--- src/rtl/mul_ctrl_pkg.sv ---
//------------------------------------------------------------------------------
// mul_ctrl_pkg : shared FSM encoding and iteration constants for the
//                shift-and-add multiplier controller.
// Rev 1.0
//------------------------------------------------------------------------------
`default_nettype none

package mul_ctrl_pkg;

   localparam int N_ITER = 4;

   typedef logic [1:0] state_t;

   localparam state_t IDLE = 2'd0;
   localparam state_t RUN  = 2'd1;
   localparam state_t DONE = 2'd2;

   // Counter value at which the final RUN iteration completes.
   localparam logic [1:0] CNT_LAST = 2'(N_ITER - 1);

endpackage

`default_nettype wire

--- src/rtl/bit4adder.sv ---
//------------------------------------------------------------------------------
// bit4adder : 4-bit unsigned adder with carry-in and carry-out.
// Rev 1.0
//------------------------------------------------------------------------------
`default_nettype none

module bit4adder (
   input  logic       carryin,
   input  logic [3:0] X,
   input  logic [3:0] Y,
   output logic [3:0] S,
   output logic       carryout
);

   assign {carryout, S} = {1'b0, X} + {1'b0, Y} + {4'b0000, carryin};

endmodule

`default_nettype wire

--- src/rtl/adder4_mul_ctrl.sv ---
//------------------------------------------------------------------------------
// adder4_mul_ctrl : 4x4 unsigned multiplier that sequences one 4-bit adder
//                   through four shift-and-add iterations.
// Rev 1.0
//------------------------------------------------------------------------------
`default_nettype none

module adder4_mul_ctrl
   import mul_ctrl_pkg::*;
(
   input  logic       clk,
   input  logic       rst_n,
   input  logic       start,
   input  logic [3:0] a,
   input  logic [3:0] b,
   output logic       ready,
   output logic       busy,
   output logic       done,
   output logic [7:0] product
);

   state_t     r_state;
   logic [3:0] r_mcand;
   logic [3:0] r_mq;
   logic [3:0] r_acc_hi;
   logic [1:0] r_cnt;
   logic       r_done;
   logic [7:0] r_product;

   logic [3:0] w_y;
   logic [3:0] w_sum;
   logic       w_carry;

   assign w_y = r_mq[0] ? r_mcand : 4'd0;

   bit4adder u_adder (
      .carryin  (1'b0),
      .X        (r_acc_hi),
      .Y        (w_y),
      .S        (w_sum),
      .carryout (w_carry)
   );

   always_ff @(posedge clk or negedge rst_n) begin
      if (!rst_n) begin
         r_state   <= IDLE;
         r_mcand   <= 4'd0;
         r_mq      <= 4'd0;
         r_acc_hi  <= 4'd0;
         r_cnt     <= 2'd0;
         r_done    <= 1'b0;
         r_product <= 8'd0;
      end else begin
         r_done <= 1'b0;
         case (r_state)
            IDLE: begin
               if (start) begin
                  r_mcand  <= a;
                  r_mq     <= b;
                  r_acc_hi <= 4'd0;
                  r_cnt    <= 2'd0;
                  r_state  <= RUN;
               end
            end
            RUN: begin
               // {carry,sum,mq} >> 1, so the carry-out lands in acc_hi[3].
               r_acc_hi <= {w_carry, w_sum[3:1]};
               r_mq     <= {w_sum[0], r_mq[3:1]};
               r_cnt    <= r_cnt + 2'd1;
               if (r_cnt == CNT_LAST) begin
                  r_state <= DONE;
               end
            end
            DONE: begin
               r_product <= {r_acc_hi, r_mq};
               r_done    <= 1'b1;
               r_state   <= IDLE;
            end
            default: r_state <= IDLE;
         endcase
      end
   end

   assign ready   = (r_state == IDLE);
   assign busy    = (r_state == RUN) || (r_state == DONE);
   assign done    = r_done;
   assign product = r_product;

endmodule

`default_nettype wire

--- config.mk ---
export PLATFORM = sky130hd
export DESIGN_NAME = adder4_mul_ctrl
export DESIGN_NICKNAME = d
export VERILOG_FILES = /design/src/rtl/mul_ctrl_pkg.sv /design/src/rtl/bit4adder.sv /design/src/rtl/adder4_mul_ctrl.sv
export SDC_FILE = /design/constraint.sdc
export NUM_CORES = 1
export LEC_CHECK = 0
export ABC_AREA = 1
export BUFFER_PORTS_ARGS = -buffer_cell sky130_fd_sc_hd__buf_2
export CAP_MARGIN = 20
export CORE_MARGIN = 4
export CORE_UTILIZATION = 40
export CTS_CLUSTER_DIAMETER = 80
export DETAILED_ROUTE_END_ITERATION = 10
export MAX_ROUTING_LAYER = met4
export SETUP_SLACK_MARGIN = 0.1
export SYNTH_ARGS = -nofsm -noshare
export SYNTH_HDL_FRONTEND = slang
export SYNTH_SLANG_ARGS = --single-unit
--- constraint.sdc ---
create_clock -name clk -period 1.7 [get_ports clk]
set_input_delay 0.51 -clock clk [delete_from_list [all_inputs] [get_ports clk]]
set_output_delay 0.51 -clock clk [all_outputs]
set_load 0.1 [all_outputs]
==> impl_metrics.toml, run 1 <==
[floorplanning]
start_util_pct = 43.1
io_pins = 22
core_um2 = 2830
placementRows = 19
fp.dieH_um = 63.2
die_width_um = 63.2
die-area_um2 = 4000

[setup_path]
worst_setup_path_end_kind = "output port"
timing_worst_setup_path_type = "flop to output port"
worst_ep_required_time_ns = 1.19
critical_path.max_fanout = 2
r2r_slack_ns = 0.23
critical_path_arrival_ns = 1.20
timing.critical_path.from_type = "flop"

[final_layout]
post_route_cells_drive_above_1_share_pct = 29.0
final.fill_count = 264
areaGrowthSynthToFinish_pct = 25.0
total_number_of_nets_in_the_final_design = 185
antenna_cells_inserted = 0
postLayoutCoreUtil_pct = 53.9

[logic_synthesis]
synth_area_leader_cell = "dfrtp_1"
sequential_to_total_area_share_from_yosys_stat_pct = 51.3
yosys_warnings = 0
yosys-top-cells-area = "dfrtp_1 (51%), nand2_1 (10%), ha_1 (10%)"
synth_cells = 130
synth.lib_cells_used.distinct = 19
yosys_most_used_dff = "dfrtp_1"
avgSynthCellArea_um2 = 9.38
synth.top_cells.by_count = "nand2_1 (34), dfrtp_1 (25), inv_1 (17)"
synth_enable_flop_cells = 0
synth.ff_latch_count = 25
synthesis.nets = 152
post-synth-top-count-cell = "nand2_1"
syn_area_um2 = 1220
asyncSetResetFlopFracSynth_pct = 100
proportion_of_netlist_area_held_by_the_largest_area_contributor_pct = 51.3

[placed_design]
hpwlAfterDp_um = 1780
gp_routability_congestion = 0.811
io_buffer_count = 21

[run_status]
failing_checks = "setup timing"
outcome = "complete, but fails checks"

[grt]
antenna_found_initial = 0
grt_max_degree = 26
grt_pass1_vias = 913
gr-total-overflow = 0
wire_length_of_the_first_global_routing_pass_um = 4260
grt_usage_pct = 13.8

[timing]
worst_slew_pin_slew_ns = 0.553
report.final.hold_viol_count = 0
maxSlewViolCount = 0
grt_setup_unrepaired = "yes"
period_minus_slack_ns = 1.71
finalClockSkew_ns = 0.000912
worst_slack_ns = -0.00719
setup-violations-final = 1
achievable-frequency_mhz = 586
maxSlewHeadroom_pct = 63.1
final.period_utilization_pct = 100

[route]
detailedRoute.firstIterationViolations = 43
num_vias = 949
routed_wire_length_per_instance_um = 12.2
dr_wl_met2_um = 1100
maxUsedRoutingLayer = "met4"
met3_wl_um = 77
drc = 0
detail_route.vias_per_cell = 4.92
drt_pass1_iterations = 3
routed_wl_um = 2350
drt.antenna.violating_nets = 0
drt-met1-wl_um = 1140

[cts]
htree_num_levels = 1
clock_latency_ns = 0.32
clock_sink_count = 25
buffer_levels_on_the_longest_clock_path = 2
numCtsBuffers = 3
cts_tree = "done"
cell_at_the_root_of_the_clock_tree = "clkbuf_4"
clkTransAtPathRegs_ns = 0.13

[run]
timing.max_cap.violations = 0

[hold_path]
holdCritPathClass = "input port to asynchronous set/reset pin"
## stage by stage
| stage | hold WS, ns | instance area (µm²) | setup WS (ns) | setup TNS [ns] | std cells |
|---|---|---|---|---|---|
| CTS | 0.172 | 1500 | -0.0189 | -0.0189 | 191 |
| global route | 0.192 | 1530 | -0.0774 | -0.0939 | 193 |
| floorplan | 0.214 | 1230 | 0.103 | 0 | 130 |
| finish | 0.157 | 1530 | -0.00719 | -0.00719 | 193 |
| global placement | 0.466 | 1410 | 0.0747 | 0 | 182 |
| detailed placement | 0.477 | 1410 | 0.0378 | 0 | 182 |
## worst paths after layout
kind                                             start                       to  cells after the start
max in group asynchronous                        rst_n     r_cnt[1]$_DFFE_PN0P_                      1
worst min-delay path                             rst_n   product[5]$_DFFE_PN0P_                      1
worst min register to register    r_cnt[1]$_DFFE_PN0P_     r_cnt[1]$_DFFE_PN0P_                      2
worst max-delay path            r_state[0]$_DFFE_PN0P_                     busy                      3
min in group clk                                  a[2]   r_mcand[2]$_DFFE_PN0P_                      3
worst max register to register     r_mq[0]$_DFFE_PN0P_  r_acc_hi[0]$_DFFE_PN0P_                      6
## critical path, stage by stage (launching register included)
cell	delay (ns)
dfrtp_1	0.39
inv_2	0.06
ha_4	0.27
buf_12	0.16
## routing by layer
layer  vias to the layer above  global-route usage (%)
li1                        481                       -
met1                       447                    17.5
met5                         -                       -
met2                        17                    21.7
met3                         4                    3.02
met4                         0                    5.12
## registers in the layout, indices dropped and copies added (netlist names)
register and cells:
r_cnt 2, product 8, done 1, r_mq 4, r_acc_hi 4, r_mcand 4
r_state 2
## cell families (layout without fill, tap and decap cells)
group,after synthesis,count (layout),share of synthesized area (%)
AOI/OAI and AO/OA,23,23,11.8
xor gates and xnor gates,1,1,0.718
adders and majority gates,11,11,11.9
buffers and inverters,20,52,6.26
DFF,25,25,51.3
muxes,3,3,2.77
and+or+nand+nor,47,47,15.3
## what timing repair did
item                       CTS  global route
gates resized for setup     12             3
setup endpoints to repair   19            11
buffers inserted             5             2
pin swaps                    1             1
hold buffers                 0             0
## cell usage in the layout (no fill, tap or decap), drive strengths merged
cell type,Yosys,routed
nand2,34,34
buf,1,29
dfrtp,25,25
inv,19,19
ha,10,10
a21oi,9,9
o21ai,9,9
nor2,7,7
nand3,4,4
clkbuf,0,4
mux2,3,3
o211ai,3,3
or2,2,2
o22ai,2,2
xor2,1,1
fa,1,1
## area by class of cell
class | count | area [µm²] | share of cell area, %
well taps | 31 | 38.8 | 2.54
inverters | 19 | 71.3 | 4.68
flip-flops and latches | 25 | 626 | 41.0
clock buffers | 4 | 26.3 | 1.72
repair buffers | 29 | 218 | 14.3
multi-input cells | 85 | 546 | 35.8
Power of run 1 is not shown: default switching activity piles up to over one toggle a cycle in this logic, so the estimate is an artifact.
==> run 2, diff against run 1 <==
--- a/config.mk
+++ b/config.mk
@@ -13,7 +13,6 @@
 export CTS_CLUSTER_DIAMETER = 80
 export DETAILED_ROUTE_END_ITERATION = 10
 export MAX_ROUTING_LAYER = met4
-export SETUP_SLACK_MARGIN = 0.1
 export SYNTH_ARGS = -nofsm -noshare
 export SYNTH_HDL_FRONTEND = slang
 export SYNTH_SLANG_ARGS = --single-unit
==> run 2 against run 1 <==
The run still ends with setup timing left. Core utilization down 1.2 points. Final area down 2.3%. Critical path depth unchanged. Worst setup slack worse by 0.0043 ns. Via count down 0.84%. Critical endpoint unchanged. Highest routed layer unchanged.
==> impl_metrics.toml, run 2 (synthesis results as in run 1) <==
[run_status]
outcome = "complete, but fails checks"
failing_checks = "setup timing"

[final_layout]
total_number_of_nets_in_the_final_design = 185
mostFrequentLayoutCells = "nand2_1 (34), dfrtp_1 (25), buf_2 (19), inv_1 (15), a21oi_1 (9)"
final.fill_count = 266
areaGrowthSynthToFinish_pct = 22.2
postLayoutCoreUtil_pct = 52.7
post_route_cells_drive_above_1_share_pct = 28.4
largest_reg_flops = 8
layout.cells.most_common = "nand2_1"
antenna_cells_inserted = 0

[cts]
cell_at_the_root_of_the_clock_tree = "clkbuf_4"
clock_latency_ns = 0.32
clock_sink_count = 25
numCtsBuffers = 3
hold_bufs_inserted_after_cts = 0
cts_tree = "done"
htree_num_levels = 1
clkTransAtPathRegs_ns = 0.13
buffer_levels_on_the_longest_clock_path = 2

[timing]
grt_setup_unrepaired = "yes"
finalClockSkew_ns = 0.000560
maxSlewHeadroom_pct = 62.6
maxSlewViolCount = 0
worst_slew_pin_slew_ns = 0.562
final.period_utilization_pct = 101
report.final.hold_viol_count = 0
worst_slack_ns = -0.0115
period_minus_slack_ns = 1.71
achievable-frequency_mhz = 584
setup-violations-final = 1

[floorplanning]
start_util_pct = 43.1
die-area_um2 = 4000
fp.dieH_um = 63.2
io_pins = 22
core_um2 = 2830
die_width_um = 63.2
placementRows = 19

[placed_design]
io_buffer_count = 21
hpwlAfterDp_um = 1780
place_ws_ns = 0.0378
gp_routability_congestion = 0.811

[setup_path]
crit_path_max_incr_delay_ns = 0.39
worst_setup_path_end_kind = "output port"
worst_setup_path_startpoint = "r_state[0]$_DFFE_PN0P_"
worst_r2r_path_depth = 8
timing.critical_path.from_type = "flop"
critical_path_arrival_ns = 1.20
kind_of_cell_adding_the_most_delay_to_the_critical_path = "flip-flops"
r2r-start = "r_state[1]$_DFFE_PN0P_"
cpMaxStageDelayCell = "dfrtp_1"
critical_path.max_fanout = 2
crit-reg2reg-capture = "r_mq[3]$_DFFE_PN0P_"
worstPathCellList = "inv_2 > ha_4 > buf_12"
timing_worst_setup_path_type = "flop to output port"
count_of_buffer_and_inverter_cells_on_the_critical_path = 2
worst_ep_required_time_ns = 1.19
r2r_slack_ns = 0.15

[grt]
wire_length_of_the_first_global_routing_pass_um = 4280
grt_max_degree = 26
grt_usage_pct = 13.8
antenna_found_initial = 0
grt_pass1_vias = 916
gr-total-overflow = 0

[route]
drt.antenna.violating_nets = 0
routed_wl_um = 2360
detail_route.vias_per_cell = 4.88
routed_wire_length_per_instance_um = 12.2
drc = 0
num_vias = 941
detailedRoute.firstIterationViolations = 52
drt_pass1_iterations = 4

[hold_path]
holdCritPathClass = "input port to asynchronous set/reset pin"

[run]
timing.max_cap.violations = 0
## run 2: changes by cell type in the layout (fill, tap and decap cells not counted)
cell     delta
fa_1        +1
o21ai_0     +1
buf_4       -9
o21ai_1     -1
buf_2       +9
ha_2        +1
ha_4        -1
fa_2        -1
## run 2: worst reg2reg max path: stages (launching register included)
cell and delay [ns]:
dfrtp_1 0.42, inv_2 0.09, buf_4 0.12, ha_2 0.24, inv_2 0.09, o21ai_4 0.25
inv_2 0.11, nand2_1 0.09, o21ai_2 0.05
## run 2: what timing repair did
action | in CTS | in global routing
buffers inserted | 5 | 2
endpoints found under the setup margin | 2 | 10
gates cloned | 0 | 0
pin swaps | 1 | 1
endpoints found under the hold margin | 0 | 0
resized for setup | 2 | 1
## run 2: metal layers
layer	vias up	part of all wire [%]	routed length (µm)	global-route usage [%]
li1	483	-	-	-
met1	434	49	1150	17.5
met2	19	45	1070	21.9
met3	5	4.0	94	3.02
met4	0	1.7	39	5.12
met5	-	0	0	-
## run 2: layout make-up
type / count / area (µm²) / share of cell area [%]
clock buffers: 4 / 26.3 / 1.76
flip-flops and latches: 25 / 626 / 42.0
multi-input cells: 85 / 533 / 35.8
inverters: 19 / 71.3 / 4.79
well taps: 31 / 38.8 / 2.60
repair buffers: 29 / 195 / 13.1
## run 2: worst max path at each step
stage	cells past startpoint	slack (ns)	endpoint
6_report	3	-0.01	busy
5_1_grt	3	-0.08	busy
4_1_cts	3	-0.02	busy
3_5_place_dp	7	0.04	r_mq[3]$_DFFE_PN0P_
3_3_place_gp	7	0.07	r_mq[3]$_DFFE_PN0P_
2_1_floorplan	7	0.10	r_mq[3]$_DFFE_PN0P_
## run 2: stage by stage
| step | hold slack (ns) | cells | area, µm² | setup TNS (ns) |
|---|---|---|---|---|
| 2_1_floorplan | 0.214 | 130 | 1230 | 0 |
| 3_3_place_gp | 0.466 | 182 | 1410 | 0 |
| 3_5_place_dp | 0.477 | 182 | 1410 | 0 |
| 4_1_cts | 0.172 | 191 | 1470 | -0.0189 |
| 5_1_grt | 0.192 | 193 | 1490 | -0.0939 |
| 6_report | 0.155 | 193 | 1490 | -0.0115 |
Power of run 2 is left out for the same reason.
==> run 3, diff against run 2 <==
--- a/config.mk
+++ b/config.mk
@@ -10,9 +10,11 @@
 export CAP_MARGIN = 20
 export CORE_MARGIN = 4
 export CORE_UTILIZATION = 40
+export CTS_BUF_LIST = sky130_fd_sc_hd__clkbuf_8 sky130_fd_sc_hd__clkbuf_16
 export CTS_CLUSTER_DIAMETER = 80
 export DETAILED_ROUTE_END_ITERATION = 10
 export MAX_ROUTING_LAYER = met4
+export SLEW_MARGIN = 10
 export SYNTH_ARGS = -nofsm -noshare
 export SYNTH_HDL_FRONTEND = slang
 export SYNTH_SLANG_ARGS = --single-unit
==> run 3 against run 2 <==
The run now ends clean. Final area is 0.76% lower. Sequential share of layout area increased by 0.32 points. First-iteration DRC count down 42%. Register-to-register slack better by 0.04 ns. Cell count down 2.1%. Critical endpoint unchanged. Clock skew is 0.0012 ns higher.
==> impl_metrics.toml, run 3 (synthesis results as in run 1) <==
[route]
num_vias = 924
routed_wire_length_per_instance_um = 12.3
routed_wl_um = 2330
detail_route.vias_per_cell = 4.89
drc = 0
drt_pass1_iterations = 4
drt.antenna.violating_nets = 0
detailedRoute.firstIterationViolations = 30

[run_status]
outcome = "complete, no violations"

[grt]
antenna_found_initial = 0
grt_use_met3_pct = 2.31
use_met2_pct = 21.5
grt_met1_usage_pct = 17.6
grt_max_degree = 26
wire_length_of_the_first_global_routing_pass_um = 4220
grt-busiest-layer = "met2"
grt_usage_pct = 13.6
grt_pass1_vias = 894
gr-total-overflow = 0

[setup_path]
worst_ep_required_time_ns = 1.19
timing.critical_path.from_type = "flop"
count_of_buffer_and_inverter_cells_on_the_critical_path = 2
kind_of_cell_adding_the_most_delay_to_the_critical_path = "flip-flops"
crit_path_max_incr_delay_ns = 0.38
worst_setup_path_end_kind = "output port"
worstPathCellList = "inv_2 > ha_4 > buf_12"
critical_path.max_fanout = 4
cpMaxStageDelayCell = "dfrtp_1"
timing_worst_setup_path_type = "flop to output port"
critical_path_arrival_ns = 1.16

[placed_design]
io_buffer_count = 21
gp_routability_congestion = 0.811
hpwlAfterDp_um = 1780
place_ws_ns = 0.0378

[cts]
htree_num_levels = 1
clock_latency_ns = 0.27
numCtsBuffers = 3
clkTransAtPathRegs_ns = 0.08
cell_at_the_root_of_the_clock_tree = "clkbuf_8"
buffer_levels_on_the_longest_clock_path = 2
clock_sink_count = 25
cts_tree = "done"

[final_layout]
total_number_of_nets_in_the_final_design = 181
register_area_um2 = 626
largest_reg_flops = 8
layout.cells.most_common = "nand2_1"
final.fill_count = 262
antenna_cells_inserted = 0
areaGrowthSynthToFinish_pct = 21.2
mostFrequentLayoutCells = "nand2_1 (34), dfrtp_1 (25), buf_2 (19), inv_1 (16), a21oi_1 (9)"
post_route_cells_drive_above_1_share_pct = 26.6
combined_area_of_the_multi_input_logic_cells_um2 = 533

[timing]
setup-violations-final = 0
achievable-frequency_mhz = 599
maxSlewHeadroom_pct = 62.7
report.final.hold_viol_count = 0
period_minus_slack_ns = 1.67
grt_setup_unrepaired = "yes"
worst_slack_ns = 0.0317
hold_ws_ns = 0.222
final.period_utilization_pct = 98.1
worst_slew_pin_slew_ns = 0.559
maxSlewViolCount = 0
finalClockSkew_ns = 0.00174

[floorplanning]
io_pins = 22
start_util_pct = 43.1
die-area_um2 = 4000
fp.dieH_um = 63.2
die_width_um = 63.2
placementRows = 19
core_um2 = 2830

[run]
timing.max_cap.violations = 0

[hold_path]
holdCritPathClass = "input port to asynchronous set/reset pin"
run 3: path summary, 6_finish.rpt:
kind                                         from                      end  slack, ns  cells after the start
min in group clk                             a[2]   r_mcand[2]$_DFFE_PN0P_       0.43                      3
max                        r_state[0]$_DFFE_PN0P_                     busy       0.03                      3
max in group asynchronous                   rst_n           done$_DFF_PN0_       1.11                      1
max reg2reg                   r_mq[0]$_DFFE_PN0P_  r_acc_hi[3]$_DFFE_PN0P_       0.19                      8
min reg2reg                  r_cnt[1]$_DFFE_PN0P_     r_cnt[1]$_DFFE_PN0P_       0.49                      2
min                                         rst_n   product[2]$_DFFE_PN0P_       0.22                      1
run 3: area by class of cell:
class | count | area share [%]
Clock buffer | 3 | 2.79
Clock inverter | 1 | 0.254
Inverter | 19 | 4.82
Multi-Input combinational cell | 85 | 36.0
Sequential cell | 25 | 42.3
Tap cell | 31 | 2.62
Timing Repair Buffer | 25 | 11.2
run 3: through the flow:
step	TNS, ns	instance area [µm²]	instances	util [%]
floorplan	0	1230	130	-
global placement	0	1410	182	49.8
detailed placement	0	1410	182	49.8
CTS	0	1460	187	51.7
global route	-0.0111	1480	189	52.3
finish	0	1480	189	52.3
run 3: metal layers:
layer  part of all wire [%]  wire length, µm
met1                     48             1120
met3                    3.7               87
met5                      0                0
met2                     47             1090
met4                    1.5               36
run 3: what timing repair did:
| action | CTS | global route |
|---|---|---|
| endpoints found under the hold margin | 0 | 0 |
| gates resized for setup | 2 | 1 |
| pin swaps | 0 | 1 |
| setup endpoints to repair | 2 | 7 |
| hold buffers | 0 | 0 |
| buffers inserted | 1 | 2 |
run 3: worst reg2reg max path, stage by stage, from the launching register on:
cell,delay (ns)
dfrtp_1,0.41
nand2_1,0.07
inv_1,0.05
ha_1,0.15
inv_1,0.06
fa_1,0.41
o21ai_0,0.18
nand2_1,0.07
nand2_1,0.06
Power of run 3 is left out for the same reason.
